--- config.mk ---
export PLATFORM = sky130hd
export DESIGN_NAME = jump_hazard_ctrl
export DESIGN_NICKNAME = d
export VERILOG_FILES = /design/src/rtl/jump_hazard_ctrl.sv
export SDC_FILE = /design/constraint.sdc
export NUM_CORES = 1
export LEC_CHECK = 0
export BUFFER_PORTS_ARGS = -buffer_cell sky130_fd_sc_hd__buf_2
export CAP_MARGIN = 20
export CORE_MARGIN = 1
export CORE_UTILIZATION = 55
export CTS_BUF_LIST = sky130_fd_sc_hd__clkbuf_8
export CTS_CLUSTER_DIAMETER = 40
export DETAILED_ROUTE_END_ITERATION = 8
export GPL_ROUTABILITY_DRIVEN = 1
export HOLD_SLACK_MARGIN = 0.15
export PLACE_DENSITY_LB_ADDON = 0.1
export SLEW_MARGIN = 20
export SYNTH_ARGS = -nofsm -noshare
export SYNTH_HDL_FRONTEND = slang
export SYNTH_SLANG_ARGS = --single-unit
--- constraint.sdc ---
create_clock -name clk -period 6.9 [get_ports clk]
set_input_delay 0.345 -clock clk [delete_from_list [all_inputs] [get_ports clk]]
set_output_delay 0.345 -clock clk [all_outputs]
set_load 0.01 [all_outputs]
--- src/rtl/jump_hazard_ctrl.sv ---
// Control-flow hazard sequencer for jumps and branches resolved in ID.
// Drives the forwarding selects for the ID compare and jump-register datapath.
// Holds IF/ID while a load producer is still in flight.
// Then issues a one-cycle PC redirect and squashes the wrong-path fetch.
//
// state    | meaning
// ST_IDLE  | evaluate hazards; either detect a load hazard (stall) or resolve the cf
// ST_WAIT2 | second stall cycle of an EX-stage load hazard (load now in MEM)
//
// An EX-stage load costs two stall cycles: the detect cycle plus ST_WAIT2.
// A MEM-stage load costs one stall cycle: the detect cycle only.
// In both cases the FSM is back in ST_IDLE when the load reaches WB.
// At that point the register file supplies the value (write first half, read second half).
module jump_hazard_ctrl #(
    parameter int CNT_W = 16
) (
    input  logic             clk,
    input  logic             reset,
    input  logic             jump_d,
    input  logic             jr_d,
    input  logic             branch_d,
    input  logic             branch_taken,
    input  logic [4:0]       rs_d,
    input  logic [4:0]       rt_d,
    input  logic             reg_write_e,
    input  logic             mem_to_reg_e,
    input  logic [4:0]       write_reg_e,
    input  logic             reg_write_m,
    input  logic             mem_to_reg_m,
    input  logic [4:0]       write_reg_m,
    input  logic             stall_ext,
    output logic [1:0]       fw_rd1,
    output logic [1:0]       fw_rd2,
    output logic             stall_f,
    output logic             stall_d,
    output logic             flush_e,
    output logic             flush_d,
    output logic             pc_sel,
    output logic [CNT_W-1:0] jump_cnt,
    output logic [CNT_W-1:0] stall_cnt
);

    typedef enum logic [0:0] {
        ST_IDLE  = 1'b0,
        ST_WAIT2 = 1'b1
    } state_t;

    state_t           state_q, state_d;
    logic [CNT_W-1:0] jump_cnt_q, jump_cnt_d;
    logic [CNT_W-1:0] stall_cnt_q, stall_cnt_d;

    logic cf, need_rs, need_rt, redirect;
    logic hit_e_rs, hit_m_rs, hit_e_rt, hit_m_rt;
    logic ld_e_any, ld_m_any;
    logic stall, jump_inc, stall_inc;

    // Per-source hit detection; $0 never hazards
    always_comb begin
        hit_e_rs = reg_write_e && (rs_d != 5'd0) && (write_reg_e == rs_d);
        hit_m_rs = reg_write_m && (rs_d != 5'd0) && (write_reg_m == rs_d);
        hit_e_rt = reg_write_e && (rt_d != 5'd0) && (write_reg_e == rt_d);
        hit_m_rt = reg_write_m && (rt_d != 5'd0) && (write_reg_m == rt_d);
    end

    // Forward selects: EX alu result beats MEM alu result; loads never forward here
    always_comb begin
        fw_rd1 = 2'b00;
        fw_rd2 = 2'b00;
        if (hit_e_rs && !mem_to_reg_e)      fw_rd1 = 2'b10;
        else if (hit_m_rs && !mem_to_reg_m) fw_rd1 = 2'b01;
        if (hit_e_rt && !mem_to_reg_e)      fw_rd2 = 2'b10;
        else if (hit_m_rt && !mem_to_reg_m) fw_rd2 = 2'b01;
    end

    // Classify the instruction in ID and any load hazard on the sources it reads
    always_comb begin
        cf       = jump_d || jr_d || branch_d;
        need_rs  = jr_d || branch_d;
        need_rt  = branch_d;
        redirect = jump_d || jr_d || (branch_d && branch_taken);
        ld_e_any = mem_to_reg_e && ((need_rs && hit_e_rs) || (need_rt && hit_e_rt));
        ld_m_any = mem_to_reg_m && ((need_rs && hit_m_rs) || (need_rt && hit_m_rt));
    end

    // Next-state, stall/redirect outputs and counter enables
    always_comb begin
        state_d   = state_q;
        stall     = 1'b0;
        pc_sel    = 1'b0;
        flush_d   = 1'b0;
        jump_inc  = 1'b0;
        stall_inc = 1'b0;
        case (state_q)
            ST_IDLE: begin
                if (cf && (ld_e_any || ld_m_any)) begin
                    stall = 1'b1;
                    if (!stall_ext) begin
                        stall_inc = 1'b1;
                        if (ld_e_any) state_d = ST_WAIT2;
                    end
                end else if (redirect && !stall_ext) begin
                    pc_sel   = 1'b1;
                    flush_d  = 1'b1;
                    jump_inc = 1'b1;
                end
            end
            ST_WAIT2: begin
                stall = 1'b1;
                if (!stall_ext) begin
                    stall_inc = 1'b1;
                    state_d   = ST_IDLE;
                end
            end
            default: state_d = ST_IDLE;
        endcase
        // Reset acts immediately on the outputs, not only at the next edge
        if (reset) begin
            stall     = 1'b0;
            pc_sel    = 1'b0;
            flush_d   = 1'b0;
            jump_inc  = 1'b0;
            stall_inc = 1'b0;
        end
    end

    // Saturating counter next values
    always_comb begin
        jump_cnt_d  = jump_cnt_q;
        stall_cnt_d = stall_cnt_q;
        if (jump_inc && (jump_cnt_q != '1))   jump_cnt_d  = jump_cnt_q + 1'b1;
        if (stall_inc && (stall_cnt_q != '1)) stall_cnt_d = stall_cnt_q + 1'b1;
    end

    // State and counter registers
    always_ff @(posedge clk or posedge reset) begin
        if (reset) begin
            state_q     <= ST_IDLE;
            jump_cnt_q  <= '0;
            stall_cnt_q <= '0;
        end else begin
            state_q     <= state_d;
            jump_cnt_q  <= jump_cnt_d;
            stall_cnt_q <= stall_cnt_d;
        end
    end

    assign stall_f   = stall;
    assign stall_d   = stall;
    assign flush_e   = stall;
    assign jump_cnt  = jump_cnt_q;
    assign stall_cnt = stall_cnt_q;

endmodule

==> run metrics <==
status finished, final reports clean; count of buffers from port buffering between 70 and 80; CP Class in -> out; Main synth FF type dfrtp_1; fillers between 200 and 300; Max Clk Rate 0.3646 GHz; Worst Path Required 6550 ps; metal2 WL 1.868 mm; Core Area roughly 3400 um2; worst min-delay path class in -> async; postcts setup bufs 0; Pleak 1.271 nW; H-tree Lvls 2; number of global-route vias before repair 1429; number of buffers created by CTS 5; R2R Setup Slk around 4300 ps; Std-Cell Rows 21; DIE WIDTH slightly above 60 um; max cap viols 0; CP max stage delay ~560 ps; critical path cell sequence buf_2 -> or4_1 -> nor2_1 -> nor4_1 -> o211ai_2 -> nand2_1 -> nor3_4 -> nor2_1 -> buf_2; starting density of the core between 50% and 60%; Detailed Routing Iterations Pass 1 4; share of cells above drive strength 1 between 30% and 40%; worst-path fanout max 15; Setup WS post-layout slightly above 4000 ps; first-pass GRT wire length between 6 and 7 mm; R2R cell count 7; RSZ-0062 raised after global routing false; GP Congestion 0.7238; Post-DP HPWL 2.973 mm; Critical Path Slowest Stage Cell nor3_4; CTS tree built; Clock Path Buffers 2; Nets between 200 and 300; worst r2r dst stall_cnt[15]$_DFFE_PP0P_; CTS Hold Bufs 0; Async S/R FF share, synth 100.0%; Place WS 3750 ps; Root Buffer Master clkbuf_8; WP depth 9; Vert. Die Dim a little over 60 um; largest net degree at the start of global routing 34; total track usage 22.46%; grt ovf 0; synth warn 0; total chip power ~0.48 mW; Critical Path Sink Type output pin; critical path endpoint stall_f; Startpoint Class input port; CP delay by family, top simple AND/OR/NAND/NOR gates; crit path launch rs_d[1]; worst-margin pin slew approximately 640 ps; dpl cells 300; DRT iter0 DRCs a little under 70; area growth from synthesis to layout 24.39%; mapped cell area 1959 um2; Total Wirelength 3.987 mm; initial antenna violation count 0; Slew HR a little under three fifths; Non-Filler Instances 309; setup TNS 0 ps; fin crit share around two fifths; Post-synth EDFFs 0; top-level I/O count 72; min Tclk post-route between 2000 and 3000 ps; Clk pin slew, worst setup/hold paths 70 ps; die area roughly 3800 um2; Mapped Cells roughly 190; Inserted Diodes 0; Avg Vias per Cell roughly 5.4; Worst Path Arrival ~2400 ps; wire length on met3 roughly 230 um; post-route cell area around 2400 um2; clock sink total 33; post-synthesis register bit count 33; sequential fraction of the synthesis area a little over two fifths; DRC viols 0; Synth Net Count 224; setup violators final 0; buffer and inverter count on the worst path 2; power density over the cells around 200 nW/um2; via count between 1500 and 2000; Pins Over Slew Limit 0; post-cts resize count 0; antenna-violating nets left 0; highest metal used met4; VDD IR max around 0.00015 V; WL per Instance between 10 and 15 um; Met1 Wirelength around 1.8 mm; syn_area_per_cell roughly 10 um2; r2r startpoint stall_cnt[3]$_DFFE_PP0P_; Distinct cells, synth 35; clock skew just under 7 ps; placed cell area about 2300 um2; Hold Fails Final Rpt 0; clk_lat worst skew ~280 ps
==> cells in the mapped netlist, types with 3 or more instances <==
cell type,instances,share of area [%]
and3_1,11,3.5
nor4_1,10,3.2
buf_4,4,1.5
nor3_1,5,1.3
dfrtp_1,33,42
nand4_1,7,2.2
or4_1,3,1.1
nor2_1,5,0.96
xor2_1,21,9.4
xnor2_1,29,13
and3_4,3,1.7
buf_2,3,0.77
nand3_1,12,3.1
nand2_1,17,3.3
nor3b_1,3,1.1
==> worst min-delay path, stage by stage <==
cell,delay (ps)
buf_2,120
inv_1,50
buf_4,350
==> worst min-delay path by stage <==
stage / slack, ps / cells after the start / to
after floorplan: 460 / 2 / state_q$_DFF_PP0_
after detailed placement: 480 / 1 / stall_cnt[12]$_DFFE_PP0P_
final: 160 / 3 / stall_cnt[13]$_DFFE_PP0P_
after global routing: 220 / 3 / stall_cnt[13]$_DFFE_PP0P_
after CTS: 180 / 3 / stall_cnt[13]$_DFFE_PP0P_
after global placement: 470 / 1 / stall_cnt[12]$_DFFE_PP0P_
==> state kept, by name, summed over array words and instances, names as in the netlist <==
| signal | flops |
|---|---|
| jump_cnt | 16 |
| state_q | 1 |
| stall_cnt | 16 |
==> kinds of logic (layout without fill, tap and decap cells) <==
family | after synthesis | after routing | share of synthesized area, %
DFF | 33 | 33 | 42.15
adders and majority gates | 2 | 2 | 1.277
AOI/OAI and AO/OA | 6 | 6 | 3.257
and+or+nand+nor | 88 | 88 | 26.56
muxes | 2 | 2 | 1.149
buffers and inverters | 10 | 82 | 3.256
xor gates and xnor gates | 50 | 50 | 22.35
==> area by class of cell <==
cell class | instances | area [um2] | area share (%)
Multi-Input combinational cell | 148 | 1076 | 44.15
Sequential cell | 33 | 825.8 | 33.88
Tap cell | 46 | 57.56 | 2.361
Inverter | 1 | 3.754 | 0.1540
Timing Repair Buffer | 73 | 377.9 | 15.50
Clock inverter | 2 | 13.76 | 0.5647
Clock buffer | 6 | 82.58 | 3.388
==> layer usage <==
metal	vias up	GRT usage, %
met2	48	34.56
met5	-	0
met1	788	29.96
li1	813	-
met3	6	6.303
met4	0	9.206
==> metrics by stage <==
| stage | util, % | hold slack, ps |
|---|---|---|
| floorplan | - | 457.4 |
| global placement | 69.16 | 467.9 |
| detailed placement | 69.16 | 475.9 |
| CTS | 72.02 | 177.2 |
| global route | 72.47 | 224.4 |
| finish | 72.47 | 161.9 |
==> power breakdown <==
group          switching [mW]  internal (mW)  total, mW  leakage (nW)
clock network          0.0702         0.0807      0.151        0.0512
registers              0.0219          0.213      0.235         0.450
logic                  0.0504         0.0481     0.0985         0.770
==> layout by cell type, fill, tap and decap left out, types with 2 or more instances in the layout <==
master / synthesis / layout
and3_1: 11 / 11
xor2_1: 21 / 21
ha_1: 2 / 2
xnor2_1: 29 / 29
nor3b_1: 3 / 3
nor3_1: 5 / 5
and4_1: 2 / 2
and3_4: 3 / 3
nand3_1: 12 / 12
or4_1: 3 / 3
nor4_1: 10 / 10
nor2b_1: 2 / 2
buf_2: 3 / 71
dfrtp_1: 33 / 33
nand2_1: 17 / 17
mux2_1: 2 / 2
nand4_1: 7 / 7
clkbuf_8: 0 / 6
and2_1: 2 / 2
nor2_1: 5 / 5
Note: power is estimated with default switching activity, not from simulation.
